==> src/rtl/wb_arbiter.sv <==
// Writeback arbiter: merges ALU and load results onto one register-file write port.
// Optional operand forwarding outputs are enabled with the WB_FORWARD_EN macro.
module wb_arbiter #(
    parameter int unsigned DATA_BUS_WIDTH    = 16,
    parameter int unsigned REGFILE_ADDR_BITS = 3,
    parameter int unsigned LQ_DEPTH          = 2
) (
    input  logic                         clk,
    input  logic                         reset,
    input  logic                         alu_valid,
    input  logic [REGFILE_ADDR_BITS-1:0] alu_addr,
    input  logic [DATA_BUS_WIDTH-1:0]    alu_data,
    input  logic                         ld_valid,
    output logic                         ld_ready,
    input  logic [REGFILE_ADDR_BITS-1:0] ld_addr,
    input  logic [DATA_BUS_WIDTH-1:0]    ld_data,
    output logic                         write_enable,
    output logic [REGFILE_ADDR_BITS-1:0] write_addr,
    output logic [DATA_BUS_WIDTH-1:0]    write_data,
`ifdef WB_FORWARD_EN
    input  logic [REGFILE_ADDR_BITS-1:0] fwd_addr1,
    input  logic [REGFILE_ADDR_BITS-1:0] fwd_addr2,
    output logic                         fwd_hit1,
    output logic                         fwd_hit2,
    output logic [DATA_BUS_WIDTH-1:0]    fwd_data1,
    output logic [DATA_BUS_WIDTH-1:0]    fwd_data2,
`endif
    output logic                         pending
);

    localparam int unsigned PtrW = $clog2(LQ_DEPTH);
    localparam int unsigned CntW = $clog2(LQ_DEPTH + 1);

    logic [LQ_DEPTH-1:0]          live_q, live_d;
    logic [REGFILE_ADDR_BITS-1:0] addr_q [LQ_DEPTH];
    logic [REGFILE_ADDR_BITS-1:0] addr_d [LQ_DEPTH];
    logic [DATA_BUS_WIDTH-1:0]    data_q [LQ_DEPTH];
    logic [DATA_BUS_WIDTH-1:0]    data_d [LQ_DEPTH];
    logic [PtrW-1:0]              rd_ptr_q, rd_ptr_d;
    logic [PtrW-1:0]              wr_ptr_q, wr_ptr_d;
    logic [CntW-1:0]              count_q, count_d;

    logic                         we_q, we_d;
    logic [REGFILE_ADDR_BITS-1:0] waddr_q, waddr_d;
    logic [DATA_BUS_WIDTH-1:0]    wdata_q, wdata_d;

    logic ld_xfer, q_empty, pop, bypass, push;

    assign ld_ready = (count_q != CntW'(LQ_DEPTH));
    assign ld_xfer  = ld_valid && ld_ready;
    assign q_empty  = (count_q == '0);
    assign pop      = !alu_valid && !q_empty;
    assign bypass   = !alu_valid && q_empty && ld_xfer;
    assign push     = ld_xfer && !bypass;

    always_comb begin
        live_d   = live_q;
        addr_d   = addr_q;
        data_d   = data_q;
        rd_ptr_d = rd_ptr_q;
        wr_ptr_d = wr_ptr_q;
        count_d  = count_q;
        we_d     = 1'b0;
        waddr_d  = waddr_q;
        wdata_d  = wdata_q;

        if (alu_valid) begin
            we_d    = (alu_addr != '0);
            waddr_d = alu_addr;
            wdata_d = alu_data;
            // A younger ALU write makes any queued load to the same register obsolete.
            for (int unsigned i = 0; i < LQ_DEPTH; i++) begin
                if (addr_q[i] == alu_addr) begin
                    live_d[i] = 1'b0;
                end
            end
        end else if (pop) begin
            we_d     = live_q[rd_ptr_q] && (addr_q[rd_ptr_q] != '0);
            waddr_d  = addr_q[rd_ptr_q];
            wdata_d  = data_q[rd_ptr_q];
            rd_ptr_d = rd_ptr_q + PtrW'(1);
        end else if (bypass) begin
            we_d    = (ld_addr != '0);
            waddr_d = ld_addr;
            wdata_d = ld_data;
        end

        if (push) begin
            // A load arriving alongside an ALU write to the same register is the older one.
            live_d[wr_ptr_q] = !(alu_valid && (ld_addr == alu_addr));
            addr_d[wr_ptr_q] = ld_addr;
            data_d[wr_ptr_q] = ld_data;
            wr_ptr_d         = wr_ptr_q + PtrW'(1);
        end

        unique case ({push, pop})
            2'b10:   count_d = count_q + CntW'(1);
            2'b01:   count_d = count_q - CntW'(1);
            default: count_d = count_q;
        endcase
    end

    always_ff @(posedge clk or posedge reset) begin
        if (reset) begin
            live_q   <= '0;
            rd_ptr_q <= '0;
            wr_ptr_q <= '0;
            count_q  <= '0;
            we_q     <= 1'b0;
            waddr_q  <= '0;
            wdata_q  <= '0;
            for (int unsigned i = 0; i < LQ_DEPTH; i++) begin
                addr_q[i] <= '0;
                data_q[i] <= '0;
            end
        end else begin
            live_q   <= live_d;
            rd_ptr_q <= rd_ptr_d;
            wr_ptr_q <= wr_ptr_d;
            count_q  <= count_d;
            we_q     <= we_d;
            waddr_q  <= waddr_d;
            wdata_q  <= wdata_d;
            addr_q   <= addr_d;
            data_q   <= data_d;
        end
    end

    assign write_enable = we_q;
    assign write_addr   = waddr_q;
    assign write_data   = wdata_q;
    assign pending      = !q_empty || we_q;

`ifdef WB_FORWARD_EN
    assign fwd_hit1  = we_q && (waddr_q == fwd_addr1) && (fwd_addr1 != '0);
    assign fwd_hit2  = we_q && (waddr_q == fwd_addr2) && (fwd_addr2 != '0);
    assign fwd_data1 = wdata_q;
    assign fwd_data2 = wdata_q;
`endif

endmodule

==> config.mk <==
export PLATFORM = sky130hd
export DESIGN_NAME = wb_arbiter
export DESIGN_NICKNAME = d
export VERILOG_FILES = /design/src/rtl/wb_arbiter.sv
export SDC_FILE = /design/constraint.sdc
export NUM_CORES = 1
export LEC_CHECK = 0
export ABC_AREA = 1
export CAP_MARGIN = 15
export CORE_MARGIN = 2
export CORE_UTILIZATION = 55
export DETAILED_ROUTE_END_ITERATION = 12
export DONT_BUFFER_PORTS = 1
export PLACE_DENSITY = 0.82
export SYNTH_ARGS = -nofsm -noshare
export SYNTH_HDL_FRONTEND = slang
export SYNTH_SLANG_ARGS = --single-unit
==> constraint.sdc <==
create_clock -name clk -period 5.95 [get_ports clk]
set_input_delay 1.19 -clock clk [delete_from_list [all_inputs] [get_ports clk]]
set_output_delay 1.19 -clock clk [all_outputs]
set_load 0.05 [all_outputs]
After elaboration in Yosys (flattened, before gate mapping)
Index checks and enable logic that the tools add are counted.
{ "word_totals": {"register_bits": 64} }
{ "classes": {"addsub": 4, "order_cmp": 6, "eq_ne": 6, "mux": 31, "n_bitwise": 3, "n_reduce_logical": 21} }
{ "op_table": {"columns": ["op", "count"], "rows": [
  ["16-bit 2-to-1 mux", 7],
  ["32-bit bitwise mux", 1],
  ["3-bit 2-to-1 mux", 7],
  ["16-bit demux with 1-bit select", 1],
  ["3-bit nonzero test", 4],
  ["3-bit == test", 3],
  ["1-bit logical AND", 9],
  ["1-bit 2-to-1 mux", 8],
  ["6-bit bitwise mux", 1],
  ["2-bit >= comparator (second input constant)", 2],
  ["1-bit zero test", 4],
  ["1-bit by 2-bit less-than comparator with 1-bit output (second input constant)", 2],
  ["2-bit 2-to-1 mux", 2],
  ["1-bit NOT with 2-bit output", 2],
  ["2-bit case mux with 2 select lines", 1],
  ["3-bit demux with 1-bit select", 1],
  ["1-bit adder (second input constant)", 2],
  ["2-bit by 1-bit adder with 2-bit output (second input constant)", 1],
  ["2-bit bitwise mux", 1],
  ["2-bit by 1-bit == test with 1-bit output (second input constant)", 1],
  ["2-bit == test (second input constant)", 1],
  ["2-bit zero test", 1],
  ["2-bit by 1-bit less-than comparator with 1-bit output (second input constant)", 1],
  ["2-bit inequality test (second input constant)", 1],
  ["7 further kinds", 7]
]} }

Logic depth before layout (Yosys ltp)
Gate-level depths: netlist of the first run.
{ "logic_depth": {"depth_word": 8, "depth_mapped": 8, "mapped_depth_nobuf": 7} }

Worst setup path before layout of the first run
Ideal clock, no wire load.
{ "synth_timing": {"path_type": "input to register", "from": "input port ld_valid", "to": "register count_q[1]", "arrival_time_ns": 2.171, "slack_ns": 3.650, "path_stages": 7, "cell_sequence": "inv_1 a21oi_4 nand2_1 ha_1 a21oi_1 o21ai_0 xnor2_1"} }
{ "synth_between": {"elab_chain_len": 6, "word_cells_on_any_way": 8} }
{ "synth_rtl": {"columns": ["item", "line", "text"], "rows": [
  ["from (decl)", "13", "input logic ld_valid,"],
  ["1-bit logical AND *", "50", "assign ld_xfer = ld_valid && ld_ready;"],
  ["1-bit logical AND", "53", "assign bypass = !alu_valid && q_empty && ld_xfer;"],
  ["1-bit zero test", "54", "assign push = ld_xfer && !bypass;"],
  ["1-bit logical AND *", "54", null],
  ["2-bit by 1-bit == test with 1-bit output or 2-bit == test (tied branches)", "96", "unique case ({push, pop})"],
  ["2-bit case mux with 2 select lines or 2-bit nonzero test (tied branches)", null, null],
  ["to (signal assigned)", "120", "count_q <= count_d;"],
  ["to (decl)", "41", "logic [CntW-1:0] count_q, count_d;"]
]} }
Every way passes the cells marked *; elsewhere a longest branch is shown, timed or not.
A chain may end at the register's enable or synchronous reset.

Worst setup path after layout of the first run
{ "layout_timing": {"from": "register we_q, in the netlist write_enable", "to": "output port pending"} }
{ "layout_between": {"elab_chain_len": 1} }
{ "layout_rtl": {"columns": ["item", "line", "text"], "rows": [
  ["from (decl)", "43", "logic we_q, we_d;"],
  ["from (signal assigned)", "121", "we_q <= we_d;"],
  ["1-bit logical OR", "132", "assign pending = !q_empty || we_q;"],
  ["to (decl)", "28", "output logic pending"]
]} }
No other way between the ends.

==> impl_metrics.env, run 1 <==
export IMPL_clock_latency_ns=0.34
export IMPL_wl_per_cell_um=14.3
export IMPL_grt_pass1_vias=2708
export IMPL_synth_compound_area_share=0.114
export IMPL_die_height_um=84.2
export IMPL_worstSetupPathType="register to output port"
export IMPL_synthArstFlopShare=1.00
export IMPL_status="completed"
export IMPL_synth_area_um2=3540
export IMPL_start_kind="register"
export IMPL_synth_fp_nets=505
export IMPL_drv_slew=0
export IMPL_peakVddDrop_mv=0.415
export IMPL_die_x_um=84.2
export IMPL_p_leak_nw=1.94
export IMPL_post_cts_resized=0
export IMPL_areaGrowthSynthToFinish_pct=3.18
export IMPL_synth_edf_count=0
export IMPL_critPathCaptureType="output port"
export IMPL_min_path_type="register to register"
export IMPL_firstDrtPassIters=5
export IMPL_cts_setup_buffers=0
export IMPL_antenna_found_initial=0
export IMPL_core_um2=6280
export IMPL_synth_cell_type_count=27
export IMPL_synth_top_family_by_area="simple AND/OR/NAND/NOR gates"
export IMPL_final_core_util=0.582
export IMPL_ys_ff_latch=64
export IMPL_hpwlAfterDp_mm=5.19
export IMPL_netlist_area_leader_share=0.453
export IMPL_start_util=0.564
export IMPL_vias=2824
export IMPL_cts_root_buf="clkbuf_8"
export IMPL_grt_use_total=0.229
export IMPL_drive_gt1_frac=0.162
export IMPL_path_buf_inv=1
export IMPL_clock_sinks=64
export IMPL_whs_ns=0.486
export IMPL_clk_pin_slew_worst_paths_ns=0.06
export IMPL_n_antenna_cell=0
export IMPL_yosys_mux_area_fraction=0
export IMPL_cts_tree="yes"
export IMPL_yosysSeqAreaShare=0.453
export IMPL_drc_errors=0
export IMPL_synth_warnings=0
export IMPL_grt_max_degree=65
export IMPL_ant_nets=0
export IMPL_port_buffers=0
export IMPL_overflow=0
export IMPL_worst_pin_slew_ns=0.999
export IMPL_cp_cell_sequence="inv_1 > nand2_1"
export IMPL_critical_path_top_delay_family="flip-flops"
export IMPL_critical_path_required_ns=4.76
export IMPL_grt_pass1_wl_mm=12.9
export IMPL_rows=29
export IMPL_fin_tns_setup_ns=0
export IMPL_arrival_ns=1.43
export IMPL_routabilityCongestion=0.842
export IMPL_period_share=0.440
export IMPL_finClkSkew_ns=0.00463
export IMPL_cts_made_buffers=9
export IMPL_synthCells=462
export IMPL_synth_area_per_cell_um2=7.66
export IMPL_synth_xor_area_share=0.00743
export IMPL_layout_commonest_cell="nand2_1"
export IMPL_synth_top_cell_by_area="dfrtp_1"
export IMPL_synth_simple_area_share=0.333
export IMPL_setup_viol=0
export IMPL_viasPerCell=5.29
export IMPL_wl_mm=7.63
export IMPL_htree_levels=3
export IMPL_pin_count=64
export IMPL_dieArea_um2=7090
export IMPL_p_per_area_nw_per_um2=567
export IMPL_cpMaxStageDelayCell="dfrtp_1"
export IMPL_fin_crit_ns=2.62
export IMPL_mostFrequentLayoutCells="nand2_1 (213), dfrtp_1 (64), inv_1 (35)"
export IMPL_hold_viol_final=0
export IMPL_clk_path_buf_depth=2
export IMPL_drv_cap=0
export IMPL_path_max_fanout=2
export IMPL_rsz0062_at_grt="no"
export IMPL_synthAdderAreaFrac=0.00354
export IMPL_dr_first_iter_drc_count=238
export IMPL_synthFlopType="dfrtp_1"
export IMPL_nets=497
export IMPL_synth_area_leaders="dfrtp_1 (45%), nand2_1 (23%), o21ai_2 (7.9%)"
export IMPL_postCtsHoldBufs=0
export IMPL_power_w=0.00207
export IMPL_slew_headroom=0.333
export IMPL_max_stage_delay_ns=0.63
export IMPL_clock_fmax_mhz=382
## area by class of cell
class | count | area (um2)
Timing Repair Buffer | 1 | 7.51
Sequential cell | 64 | 1600
Multi-Input combinational cell | 338 | 1620
Clock buffer | 14 | 173
Fill cell | 557 | 2630
Inverter | 40 | 153
Tap cell | 77 | 96.3
## sequential cells by signal, indices dropped and copies added (netlist names)
register and cells:
write_data 16, count_q 2, data_q 32, live_q 2, addr_q 6, wr_ptr_q 1
write_enable 1, write_addr 3, rd_ptr_q 1
## final timing paths
check | from | to | slack [ns] | depth (start not counted)
setup / recovery | write_enable | pending | 3.33 | 2
hold / removal | data_q[15] | data_q[15] | 0.49 | 2
setup reg to reg | rd_ptr_q | write_data[13] | 3.37 | 5
hold reg to reg | data_q[15] | data_q[15] | 0.49 | 2
max in group asynchronous | reset | data_q[2] | 4.48 | 2
min in group asynchronous | reset | count_q[0] | 0.97 | 2
## synth_stat cells, types with 2 or more instances
cell and count:
nor2_1 23, nand3_1 19, nand3_2 2, nand2_1 213, o21ai_0 12, nand2_2 18
xnor2_1 2, buf_6 9, o21ai_2 32, clkinv_1 2, inv_1 36, buf_4 4
clkbuf_1 2, buf_2 5, dfrtp_1 64, nand3_4 2, o21ai_1 6, a21oi_1 2
## worst register-to-register path, delay by kind of cell, from the launching register on
| family | cells | cell delay (ns) |
|---|---|---|
| AOI/OAI and AO/OA | 2 | 0.20 |
| buffers and inverters | 1 | 0.83 |
| DFF | 1 | 0.98 |
| and+or+nand+nor | 2 | 0.45 |
## metal layers
layer	up-vias	track usage	wire length [um]
li1	1402	-	-
met1	1325	0.303	3380
met2	89	0.362	3640
met3	8	0.0610	510
met4	0	0.0850	100
met5	-	0	0
## logic make-up (layout without fill, tap and decap cells)
group,after synthesis,count (layout)
AOI/OAI and AO/OA,54,54
xor gates and xnor gates,3,3
adders and majority gates,1,1
buffers and inverters,60,55
DFF,64,64
and+or+nand+nor,280,280
## where the power goes
| group | leakage [nW] | switching, W | internal (W) | total, W |
|---|---|---|---|---|
| Combinational | 1.06 | 0.000452 | 0.000258 | 0.000709 |
| Clock | 0.0886 | 0.000154 | 0.000181 | 0.000335 |
| Sequential | 0.790 | 0.000391 | 0.000635 | 0.00103 |
## per-stage QoR
step	setup WS (ns)	std cells	area, um2
3_3_place_gp	3.18	520	3480
2_1_floorplan	3.16	462	3540
6_report	3.33	534	3650
3_5_place_dp	3.13	520	3480
4_1_cts	3.31	534	3650
5_1_grt	3.10	534	3650
Power figures use the tool's default switching activity.
==> run 2: changes to the inputs <==
==> constraint.sdc (replaced) <==
create_clock -name clk -period 2.5 [get_ports clk]
set_input_delay 0.5 -clock clk [delete_from_list [all_inputs] [get_ports clk]]
set_output_delay 0.5 -clock clk [all_outputs]
set_load 0.05 [all_outputs]
==> impl_metrics.env, run 2 (synthesis results as in run 1) <==
export IMPL_grt_pass1_vias=2769
export IMPL_drv_cap=0
export IMPL_port_buffers=0
export IMPL_post_cts_resized=0
export IMPL_drive_gt1_frac=0.173
export IMPL_hpwlAfterDp_mm=5.13
export IMPL_clock_fmax_mhz=518
export IMPL_cp_cell_sequence="inv_1 > nand2_1"
export IMPL_htree_levels=3
export IMPL_cts_tree="yes"
export IMPL_grt_max_degree=65
export IMPL_clk_pin_slew_worst_paths_ns=0.07
export IMPL_cts_setup_buffers=0
export IMPL_worstSetupPathType="register to output port"
export IMPL_critical_path_top_delay_family="flip-flops"
export IMPL_status="completed"
export IMPL_start_kind="register"
export IMPL_p_int_w=0.00277
export IMPL_routabilityCongestion=0.903
export IMPL_largest_reg_flops=32
export IMPL_clk_path_buf_depth=2
export IMPL_fin_crit_ns=1.93
export IMPL_drv_slew=0
export IMPL_fillers=556
export IMPL_fin_tns_setup_ns=0
export IMPL_antenna_found_initial=0
export IMPL_die_x_um=84.2
export IMPL_overflow=0
export IMPL_period_share=0.772
export IMPL_start_util=0.564
export IMPL_arrival_ns=1.43
export IMPL_p_per_area_nw_per_um2=1390
export IMPL_pin_count=64
export IMPL_dieArea_um2=7090
export IMPL_die_height_um=84.2
export IMPL_drc_errors=0
export IMPL_switching_share=0.467
export IMPL_finClkSkew_ns=0.00553
export IMPL_pwr_share_seq=0.459
export IMPL_grt_use_total=0.236
export IMPL_p_leak_nw=2.00
export IMPL_cts_made_buffers=9
export IMPL_layout_commonest_cell="nand2_1"
export IMPL_clock_latency_ns=0.35
export IMPL_n_antenna_cell=0
export IMPL_worst_slack_ns=0.569
export IMPL_path_buf_inv=1
export IMPL_comb_power_share=0.350
export IMPL_setup_viol=0
export IMPL_dp_slack_ns=0.794
export IMPL_viasPerCell=5.46
export IMPL_max_flop_register="data_q"
export IMPL_ant_nets=0
export IMPL_rsz0062_at_grt="no"
export IMPL_dr_first_iter_drc_count=286
export IMPL_cts_root_buf="clkbuf_8"
export IMPL_clkPwrFrac=0.191
export IMPL_rows=29
export IMPL_vias=2943
export IMPL_wl_mm=7.94
export IMPL_mostFrequentLayoutCells="nand2_1 (213), dfrtp_1 (64), inv_1 (35)"
export IMPL_path_max_fanout=2
export IMPL_nets=501
export IMPL_max_stage_delay_ns=0.64
export IMPL_cpMaxStageDelayCell="dfrtp_1"
export IMPL_worst_pin_slew_ns=0.648
export IMPL_critPathCaptureType="output port"
export IMPL_firstDrtPassIters=5
export IMPL_hold_viol_final=0
export IMPL_min_path_type="input port to asynchronous set/reset pin"
export IMPL_slew_headroom=0.565
export IMPL_critical_path_required_ns=2.00
export IMPL_wl_per_cell_um=14.7
export IMPL_areaGrowthSynthToFinish_pct=6.08
export IMPL_peakVddDrop_mv=0.758
export IMPL_postCtsHoldBufs=0
export IMPL_grt_pass1_wl_mm=13.1
export IMPL_p_switching_w=0.00243
export IMPL_clock_sinks=64
export IMPL_core_um2=6280
[run 2: cell type report]
class                   count  area [um2]  area share
clock inverters             3        65.1      0.0173
repair buffers              5        62.6      0.0167
clock buffers              12         155      0.0413
multi-input cells         338        1620       0.432
inverters                  40         153      0.0407
flip-flops and latches     64        1600       0.427
well taps                  77        96.3      0.0257
[run 2: power by group through the flow]
stage	registers (W)	logic (W)	clock network, W
2_1_floorplan	0.00231	0.00160	0
3_3_place_gp	0.00239	0.00174	0
3_5_place_dp	0.00240	0.00180	0
4_1_cts	0.00239	0.00182	0.000996
5_1_grt	0.00245	0.00207	0.00105
6_report	0.00239	0.00182	0.000994
[run 2: metal layers]
| layer | share of wire | vias up | global-route usage |
|---|---|---|---|
| li1 | - | 1421 | - |
| met1 | 0.42 | 1389 | 0.315 |
| met2 | 0.46 | 117 | 0.354 |
| met3 | 0.10 | 16 | 0.0905 |
| met4 | 0.018 | 0 | 0.0836 |
| met5 | 0 | - | 0 |
[run 2: final timing paths]
check,slack [ns],cells past startpoint,start,to
max,0.57,2,write_enable,pending
min,0.09,2,reset,write_data[3]
max reg2reg,0.81,7,count_q[0],count_q[1]
min reg2reg,0.48,2,data_q[11],data_q[11]
max in group asynchronous,2.13,2,reset,data_q[9]
min in group clk,0.31,2,ld_data[3],data_q[19]
[run 2: per-stage QoR]
step | hold WS (ns) | cells | util | cell area (um2) | power (W)
finish | 0.0942 | 539 | 0.598 | 3750 | 0.00520
CTS | 0.117 | 539 | 0.598 | 3750 | 0.00520
floorplan | 0.455 | 462 | - | 3540 | 0.00392
global route | 0.133 | 539 | 0.598 | 3750 | 0.00556
global placement | 0.465 | 524 | 0.563 | 3530 | 0.00413
detailed placement | 0.469 | 524 | 0.563 | 3530 | 0.00420
==> run 3: changes to the inputs <==
==> constraint.sdc (replaced) <==
create_clock -name clk -period 1.9 [get_ports clk]
set_input_delay 0.38 -clock clk [delete_from_list [all_inputs] [get_ports clk]]
set_output_delay 0.38 -clock clk [all_outputs]
set_load 0.05 [all_outputs]
==> impl_metrics.env, run 3 (synthesis results as in run 1) <==
export IMPL_status="completed"
export IMPL_met2_length_mm=3.66
export IMPL_min_from="ld_data[3]"
export IMPL_clk_pin_slew_worst_paths_ns=0.07
export IMPL_peakVddDrop_mv=1.00
export IMPL_start_util=0.564
export IMPL_fillers=557
export IMPL_holdPathStages=2
export IMPL_largest_reg_flops=32
export IMPL_cts_root_buf="clkbuf_8"
export IMPL_viasPerCell=5.31
export IMPL_critical_path_required_ns=1.52
export IMPL_drv_slew=0
export IMPL_dieArea_um2=7090
export IMPL_drc_errors=0
export IMPL_nets=507
export IMPL_pin_count=64
export IMPL_grt_pass1_wl_mm=13.6
export IMPL_min_to="data_q[19]"
export IMPL_seqCellArea_um2=1600
export IMPL_cts_setup_buffers=0
export IMPL_fin_crit_ns=1.75
export IMPL_whs_ns=0.198
export IMPL_clock_sinks=64
export IMPL_p_per_area_nw_per_um2=1770
export IMPL_path_max_fanout=5
export IMPL_slew_headroom=0.568
export IMPL_die_height_um=84.2
export IMPL_grt_max_degree=42
export IMPL_multi_input_area_um2=1620
export IMPL_vias=2899
export IMPL_clock_fmax_mhz=571
export IMPL_setup_viol=0
export IMPL_areaGrowthSynthToFinish_pct=6.86
export IMPL_p_leak_nw=2.01
export IMPL_top_layer="met4"
export IMPL_port_buffers=0
export IMPL_placed_area_um2=3590
export IMPL_core_um2=6280
export IMPL_worstSetupPathType="register to output port"
export IMPL_route_met3_wl_um=618
export IMPL_design_area_um2=3780
export IMPL_grt_pass1_vias=2886
export IMPL_clock_latency_ns=0.35
export IMPL_post_cts_resized=0
export IMPL_fin_tns_setup_ns=0
export IMPL_start_kind="register"
export IMPL_rows=29
export IMPL_max_flop_register="data_q"
export IMPL_routabilityCongestion=0.836
export IMPL_layout_commonest_cell="nand2_1"
export IMPL_wl_mm=7.89
export IMPL_cts_made_buffers=9
export IMPL_hold_viol_final=0
export IMPL_wl_per_cell_um=14.5
export IMPL_ant_nets=0
export IMPL_drv_cap=0
export IMPL_clk_path_buf_depth=2
export IMPL_n_antenna_cell=0
export IMPL_finClkSkew_ns=0.00984
export IMPL_regToRegSetupSlack_ns=0.18
export IMPL_layout_cells_non_filler=546
export IMPL_min_path_type="input port to register"
export IMPL_overflow=0
export IMPL_rsz0062_at_grt="no"
export IMPL_dr_first_iter_drc_count=218
export IMPL_ff2ff_path_depth=7
export IMPL_arrival_ns=1.37
export IMPL_postCtsHoldBufs=1
export IMPL_mostFrequentLayoutCells="nand2_1 (213), dfrtp_1 (64), inv_1 (35)"
export IMPL_hpwlAfterDp_mm=5.48
export IMPL_cts_tree="yes"
export IMPL_critPathCaptureType="output port"
export IMPL_wl_met1_mm=3.46
export IMPL_crit_reg2reg_capture="count_q[1]"
export IMPL_htree_levels=3
export IMPL_worst_pin_slew_ns=0.646
export IMPL_period_share=0.922
export IMPL_grt_use_total=0.241
export IMPL_r2r_start="count_q[0]"
export IMPL_drive_gt1_frac=0.183
export IMPL_place_inst=529
export IMPL_die_x_um=84.2
export IMPL_firstDrtPassIters=5
export IMPL_antenna_found_initial=0
==> run 3: cell count changes in the layout (fill, tap and decap cells not counted) <==
cell | before | now
buf_12 | 2 | 3
buf_4 | 3 | 7
bufinv_16 | 2 | 0
clkbuf_8 | 11 | 12
clkinv_2 | 1 | 3
clkinvlp_4 | 0 | 1
dlygate4sd3_1 | 0 | 1
inv_2 | 2 | 1
==> run 3: area by class of cell <==
type | instances | share of cell area
multi-input cells | 338 | 0.429
flip-flops and latches | 64 | 0.424
repair buffers | 11 | 0.0324
well taps | 77 | 0.0255
clock buffers | 13 | 0.0447
inverters | 40 | 0.0414
clock inverters | 3 | 0.00397
==> run 3: how the worst max path moves through the flow <==
stage                     startpoint         end  slack [ns]  cells past startpoint
after global placement    count_q[0]  count_q[1]        0.28                      7
after global routing      count_q[0]  count_q[1]         0.1                      7
after detailed placement  count_q[0]  count_q[1]        0.20                      7
after floorplan           count_q[0]  count_q[1]        0.31                      7
after CTS                 count_q[0]     pending        0.15                      2
final                     count_q[0]     pending        0.15                      2
==> run 3: routing by layer <==
metal  vias up  global-route usage
met1      1363               0.325
met3        14              0.0747
met4         0               0.106
li1       1431                   -
met2        91               0.362
met5         -                   0
==> run 3: through the flow <==
step,worst slack [ns],total power (W),utilization
2_1_floorplan,0.308,0.00515,-
3_3_place_gp,0.276,0.00547,0.571
3_5_place_dp,0.199,0.00561,0.571
4_1_cts,0.154,0.00670,0.602
5_1_grt,0.0964,0.00717,0.602
6_report,0.148,0.00670,0.602
==> run 3: worst max-delay path, cell delays in order (launching register included) <==
cell	delay, ns
dfrtp_1	0.47
nor2_4	0.22
nand2_1	0.34
==> run 3: where the power goes <==
group          total (W)  leakage, nW  internal, W  switching (W)
sequential       0.00310        0.790      0.00199        0.00112
combinational    0.00249         1.12     0.000911        0.00158
clock            0.00110       0.0992     0.000574       0.000529
